$ cat src/rtl/dmem_ctrl.sv
// Load/store controller between an RV32I-style request port and a word-wide data memory.
// Sub-word stores are a read-modify-write: ACCESS reads the word, MERGE writes it back.
module dmem_ctrl #(
    parameter int unsigned MEM_BYTES = 128
) (
    input  logic        i_clk,
    input  logic        i_reset,
    input  logic        i_req_valid,
    output logic        o_req_ready,
    input  logic        i_req_we,
    input  logic [2:0]  i_req_funct3,
    input  logic [31:0] i_req_addr,
    input  logic [31:0] i_req_wdata,
    output logic        o_rsp_valid,
    input  logic        i_rsp_ready,
    output logic [31:0] o_rsp_rdata,
    output logic        o_rsp_err,
    output logic        o_mem_we,
    output logic [31:0] o_mem_addr,
    output logic [31:0] o_mem_wd,
    input  logic [31:0] i_mem_rd
);

    localparam logic [31:0] MEM_LIMIT = 32'(MEM_BYTES);

    typedef enum logic [1:0] {
        StIdle,
        StAccess,
        StMerge,
        StResp
    } state_t;

    state_t      r_state;
    state_t      w_state_nxt;

    logic [31:0] r_addr;
    logic        r_we;
    logic [2:0]  r_funct3;
    logic [31:0] r_wdata;
    logic [31:0] r_rdata;
    logic        r_err;
    logic [31:0] r_word;

    logic        w_accept;
    logic        w_f3_ok;
    logic        w_misalign;
    logic        w_oob;
    logic        w_req_err;
    logic [7:0]  w_byte;
    logic [15:0] w_half;
    logic [31:0] w_load_val;
    logic [31:0] w_merge;
    logic        w_is_sw;

    assign o_req_ready = (r_state == StIdle);
    assign o_rsp_valid = (r_state == StResp);
    assign o_rsp_rdata = r_rdata;
    assign o_rsp_err   = r_err;
    assign w_accept    = i_req_valid && (r_state == StIdle);
    assign w_is_sw     = r_we && (r_funct3 == 3'b010);

    // Request legality, evaluated on the raw request so the error path skips memory entirely.
    always_comb begin
        if (i_req_we) begin
            w_f3_ok = (i_req_funct3 == 3'b000) || (i_req_funct3 == 3'b001) ||
                      (i_req_funct3 == 3'b010);
        end else begin
            w_f3_ok = (i_req_funct3 == 3'b000) || (i_req_funct3 == 3'b001) ||
                      (i_req_funct3 == 3'b010) || (i_req_funct3 == 3'b100) ||
                      (i_req_funct3 == 3'b101);
        end
        w_misalign = ((i_req_funct3[1:0] == 2'b01) && i_req_addr[0]) ||
                     ((i_req_funct3[1:0] == 2'b10) && (i_req_addr[1:0] != 2'b00));
        w_oob      = (i_req_addr >= MEM_LIMIT);
        w_req_err  = !w_f3_ok || w_misalign || w_oob;
    end

    always_comb begin
        w_byte = 8'h00;
        unique case (r_addr[1:0])
            2'b00: w_byte = i_mem_rd[7:0];
            2'b01: w_byte = i_mem_rd[15:8];
            2'b10: w_byte = i_mem_rd[23:16];
            2'b11: w_byte = i_mem_rd[31:24];
            default: w_byte = 8'h00;
        endcase
        w_half = r_addr[1] ? i_mem_rd[31:16] : i_mem_rd[15:0];

        w_load_val = 32'h0;
        case (r_funct3)
            3'b000:  w_load_val = {{24{w_byte[7]}}, w_byte};
            3'b001:  w_load_val = {{16{w_half[15]}}, w_half};
            3'b010:  w_load_val = i_mem_rd;
            3'b100:  w_load_val = {24'h0, w_byte};
            3'b101:  w_load_val = {16'h0, w_half};
            default: w_load_val = 32'h0;
        endcase
    end

    // Replace only the addressed lane of the word captured in ACCESS.
    always_comb begin
        w_merge = r_word;
        if (r_funct3[1:0] == 2'b00) begin
            case (r_addr[1:0])
                2'b00:   w_merge[7:0]   = r_wdata[7:0];
                2'b01:   w_merge[15:8]  = r_wdata[7:0];
                2'b10:   w_merge[23:16] = r_wdata[7:0];
                default: w_merge[31:24] = r_wdata[7:0];
            endcase
        end else if (r_addr[1]) begin
            w_merge[31:16] = r_wdata[15:0];
        end else begin
            w_merge[15:0] = r_wdata[15:0];
        end
    end

    // Memory port is decoded from state only, so reset silences it immediately.
    always_comb begin
        o_mem_we   = 1'b0;
        o_mem_addr = 32'h0;
        o_mem_wd   = 32'h0;
        case (r_state)
            StAccess: begin
                o_mem_addr = {r_addr[31:2], 2'b00};
                if (w_is_sw) begin
                    o_mem_we = 1'b1;
                    o_mem_wd = r_wdata;
                end
            end
            StMerge: begin
                o_mem_addr = {r_addr[31:2], 2'b00};
                o_mem_we   = 1'b1;
                o_mem_wd   = w_merge;
            end
            default: begin
                o_mem_we   = 1'b0;
                o_mem_addr = 32'h0;
                o_mem_wd   = 32'h0;
            end
        endcase
    end

    always_comb begin
        w_state_nxt = r_state;
        case (r_state)
            StIdle: begin
                if (w_accept) begin
                    w_state_nxt = w_req_err ? StResp : StAccess;
                end
            end
            StAccess: begin
                w_state_nxt = (r_we && !w_is_sw) ? StMerge : StResp;
            end
            StMerge: begin
                w_state_nxt = StResp;
            end
            StResp: begin
                if (i_rsp_ready) begin
                    w_state_nxt = StIdle;
                end
            end
            default: w_state_nxt = StIdle;
        endcase
    end

    always_ff @(posedge i_clk or negedge i_reset) begin
        if (!i_reset) begin
            r_state  <= StIdle;
            r_addr   <= 32'h0;
            r_we     <= 1'b0;
            r_funct3 <= 3'b000;
            r_wdata  <= 32'h0;
            r_rdata  <= 32'h0;
            r_err    <= 1'b0;
            r_word   <= 32'h0;
        end else begin
            r_state <= w_state_nxt;
            if (w_accept) begin
                r_addr   <= i_req_addr;
                r_we     <= i_req_we;
                r_funct3 <= i_req_funct3;
                r_wdata  <= i_req_wdata;
                r_err    <= w_req_err;
                r_rdata  <= 32'h0;
            end
            if (r_state == StAccess) begin
                if (!r_we) begin
                    r_rdata <= w_load_val;
                end else begin
                    r_word <= i_mem_rd;
                end
            end
        end
    end

endmodule

$ cat config.mk
export PLATFORM = sky130hd
export DESIGN_NAME = dmem_ctrl
export DESIGN_NICKNAME = d
export VERILOG_FILES = /design/src/rtl/dmem_ctrl.sv
export SDC_FILE = /design/constraint.sdc
export NUM_CORES = 1
export LEC_CHECK = 0
export BUFFER_PORTS_ARGS = -buffer_cell sky130_fd_sc_hd__buf_2
export CAP_MARGIN = 0
export CORE_UTILIZATION = 45
export CTS_CLUSTER_DIAMETER = 200
export DETAILED_ROUTE_END_ITERATION = 10
export HOLD_SLACK_MARGIN = 0.06
export PLACE_DENSITY = 0.75
export SLEW_MARGIN = 20
export SYNTH_ARGS = -nofsm -noshare
export SYNTH_HDL_FRONTEND = slang
export SYNTH_SLANG_ARGS = --single-unit
$ cat constraint.sdc
create_clock -name i_clk -period 2.9 [get_ports i_clk]
set_clock_uncertainty 0.1 [all_clocks]
set_input_delay 0.58 -clock i_clk [delete_from_list [all_inputs] [get_ports i_clk]]
set_output_delay 0.58 -clock i_clk [all_outputs]
set_load 0.005 [all_outputs]
==> results.toml <==
[status]
run_status = "finished, final reports clean"

[detailed_routing]
route.final.wire_length_um = 18700
drt_pre_antenna_iters = 6
drt_drc_violations_left = 0
wl_per_cell_um = 19.8
initialDrtViolationCount = 548
num_vias = 5428
drtAntennaViolNets = 0
vias_per_cell = 5.77

[clock_network]
cts-buffers-inserted = 17
clk_path_buf_depth = 2
clk_latency_ps = 420
clkSlewWorstSetupHoldPaths_ps = 50
clock-sinks = 135
clockRootBuffer = "sky130_fd_sc_hd__clkbuf_16"
clock_tree_from_tritoncts = "yes"
cts_htree_levels = 4

[floorplan]
die_x_um = 123
dieHeight_um = 123
fp.dieArea_mm2 = 0.0151
floorplan.rows = 43
top_level_ports = 204
floorplan.core_area_mm2 = 0.0140
start_util = 0.468

[worst_setup_path]
timing.critical_path.required_ps = 2220
timing.critical_path.max_delay_family = "flip-flops"
timing.critical_path.to_type = "output port"
path_class = "flip-flop to output port"
crit_path_max_fanout = 14
cp_num_buf_inv = 2
crit_path_cell_trace = "or2_4 -> o21ai_1 -> buf_4 -> nand2b_1 -> a32o_1 -> buf_2"
start_kind = "flip-flop"
crit_path_top_delay_cell = "sky130_fd_sc_hd__dfrtp_2"
slowest_delay_ps = 500
critical_path_arrival_ps = 2130

[timing]
final.period_utilization = 0.970
report.final.hold_viol_count = 0
setup_viol_count_final = 0
max_clock_freq_mhz = 356
final_max_slew_viol_count = 0
period_needed_ps = 2810
totalNegativeSetupSlack_ps = 0
timing_worst_slew_pin_value_ps = 870
worst_slew_margin_rel = 0.420
unrepaired_setup_endpoints_after_global_routing = "false"

[power]
p_per_area_mw_per_mm2 = 1200
power.static_leakage_nw = 4.14
vdd_drop_max_mv = 0.580
design_power_total_mw = 10.3

[logic_synthesis]
yosysTopAreaCellShare = 0.514
post_synth_fa_ha_maj_area_fraction = 0.00761
synth_top_flop_cell = "sky130_fd_sc_hd__dfrtp_1"
post_synth_mux_area_share = 0.214
post_synth_most_frequent_cells = "135 x sky130_fd_sc_hd__dfrtp_1, 100 x sky130_fd_sc_hd__mux2_2, 40 x sky130_fd_sc_hd__nand2_1, 32 x sky130_fd_sc_hd__and2_1, 22 x sky130_fd_sc_hd__o21ai_0"
synth_top_family_by_area = "multiplexers"
synth-edff-count = 0
yosys_warnings = 0
syn_area_per_cell_um2 = 12.1
yosysTopAreaCell = "sky130_fd_sc_hd__dfrtp_1"
synthCells = 542
synth_simple_gate_area_frac = 0.106
synth_compound_gate_area_share = 0.127
netlist_area_mm2 = 0.00658
synth_sequential_area_ratio = 0.514
yosys.cell_types.count = 48
synth_most_common_cell = "sky130_fd_sc_hd__dfrtp_1"
synth-async-reset-ratio = 1.00
yosys.area_share.xor_xnor = 0
yosys-top-cells-area = "sky130_fd_sc_hd__dfrtp_1 51%, sky130_fd_sc_hd__mux2_2 17%, sky130_fd_sc_hd__and2_1 3.0%"
synth-seq-cells = 135

[final_layout]
area_growth_pct = 30.3
fin_nets = 854
final_cell_area_mm2 = 0.00857
layout-drive-gt1-share = 0.505

[grt]
grt_start_max_net_pins = 71
grt_first_pass_wirelength_um = 28700
global_route.usage.total = 0.257
grt_antenna_before_repair = 1
grt-ovfl-total = 0
vias_in_the_first_global_route = 5401

[placement]
gp_routability_congestion = 0.962
dp_hpwl_um = 13900
io_buffer_count = 201
place_area_mm2 = 0.00782

[worst_hold_path]
hold_path_class = "input port to asynchronous set/reset pin"

[job]
drv.max_cap_violation_count = 0
## sequential cells by signal, indices dropped and copies added, names as in the netlist
name,count
o_rsp_err,1
o_rsp_rdata,32
r_addr,32
r_funct3,3
r_state,2
r_wdata,32
r_we,1
r_word,32
## per-stage QoR
stage / setup slack [ps] / hold WS [ps] / cells / util
2_1_floorplan: 598 / 184 / 543 / -
3_3_place_gp: 406 / 362 / 906 / 0.557
3_5_place_dp: 394 / 386 / 906 / 0.557
4_1_cts: 30.1 / 97.4 / 938 / 0.607
5_1_grt: 0.520 / 130 / 939 / 0.610
6_report: 87.7 / 75.1 / 940 / 0.610
## path summary, 6_finish.rpt
path | startpoint | to | slack, ps | cells after the start
max | r_funct3[0] | o_mem_wd[24] | 90 | 6
min | i_reset | r_wdata[30] | 80 | 1
max reg2reg | r_state[1] | o_rsp_rdata[17] | 700 | 8
min reg2reg | o_rsp_err | o_rsp_err | 390 | 2
max in group asynchronous | i_reset | o_rsp_rdata[13] | 1910 | 2
min in group i_clk | i_req_wdata[15] | r_wdata[15] | 300 | 2
## power breakdown
part / internal (mW) / leakage (nW) / switching (mW)
Combinational: 2.27 / 2.15 / 2.01
Sequential: 2.80 / 1.64 / 0.651
Clock: 1.74 / 0.339 / 0.799
Total: 6.80 / 4.14 / 3.47
## layer usage
metal | up-vias | global-route usage | wire (µm)
li1 | 2414 | - | -
met1 | 2727 | 0.315 | 7400
met2 | 258 | 0.428 | 9400
met3 | 29 | 0.0753 | 1490
met4 | 0 | 0.0938 | 353
met5 | - | 0 | 0
## cell type report
class,count,area (µm²)
clock inverters,13,249
well taps,180,225
repair buffers,223,1210
flip-flops and latches,135,3380
fillers,1157,5480
multi-input cells,364,3030
clock buffers,19,453
diodes,1,2.50
inverters,5,18.8
## what timing repair did
| action | 4_1_cts | 5_1_grt |
|---|---|---|
| resized for setup | 2 | 6 |
| setup buffers | 0 | 1 |
| hold buffers | 0 | 0 |
| pin swaps | 0 | 1 |
| setup endpoints to repair | 14 | 32 |
## cells in the final DEF, fill, tap and decap left out, types with 3 or more instances in the layout
cell / instances
sky130_fd_sc_hd__inv_1: 4
sky130_fd_sc_hd__a22oi_1: 14
sky130_fd_sc_hd__bufinv_16: 7
sky130_fd_sc_hd__o21bai_1: 7
sky130_fd_sc_hd__mux2_2: 100
sky130_fd_sc_hd__a221o_1: 16
sky130_fd_sc_hd__o21ai_0: 22
sky130_fd_sc_hd__buf_4: 19
sky130_fd_sc_hd__nor2_1: 11
sky130_fd_sc_hd__nor3_1: 8
sky130_fd_sc_hd__clkinv_2: 3
sky130_fd_sc_hd__mux4_2: 8
sky130_fd_sc_hd__dfrtp_1: 134
sky130_fd_sc_hd__and2_1: 32
sky130_fd_sc_hd__a21oi_1: 3
sky130_fd_sc_hd__a32o_1: 15
sky130_fd_sc_hd__clkbuf_16: 17
sky130_fd_sc_hd__nor3b_1: 3
sky130_fd_sc_hd__nand2b_1: 9
sky130_fd_sc_hd__or2_2: 8
sky130_fd_sc_hd__a22o_1: 8
sky130_fd_sc_hd__o211ai_1: 9
sky130_fd_sc_hd__nand2_1: 39
sky130_fd_sc_hd__buf_2: 200
sky130_fd_sc_hd__nor4_1: 6
sky130_fd_sc_hd__nor2b_1: 3
sky130_fd_sc_hd__ha_1: 4
sky130_fd_sc_hd__mux2i_1: 10
## kinds of logic (layout without fill, tap and decap cells)
group | Yosys count | count (layout)
compound gates | 108 | 108
flops | 135 | 135
fa+ha+maj | 4 | 4
buf+inv | 44 | 260
other cells | 1 | 3
mux | 118 | 118
simple gates | 132 | 132
(Power assumes the default switching activity.)
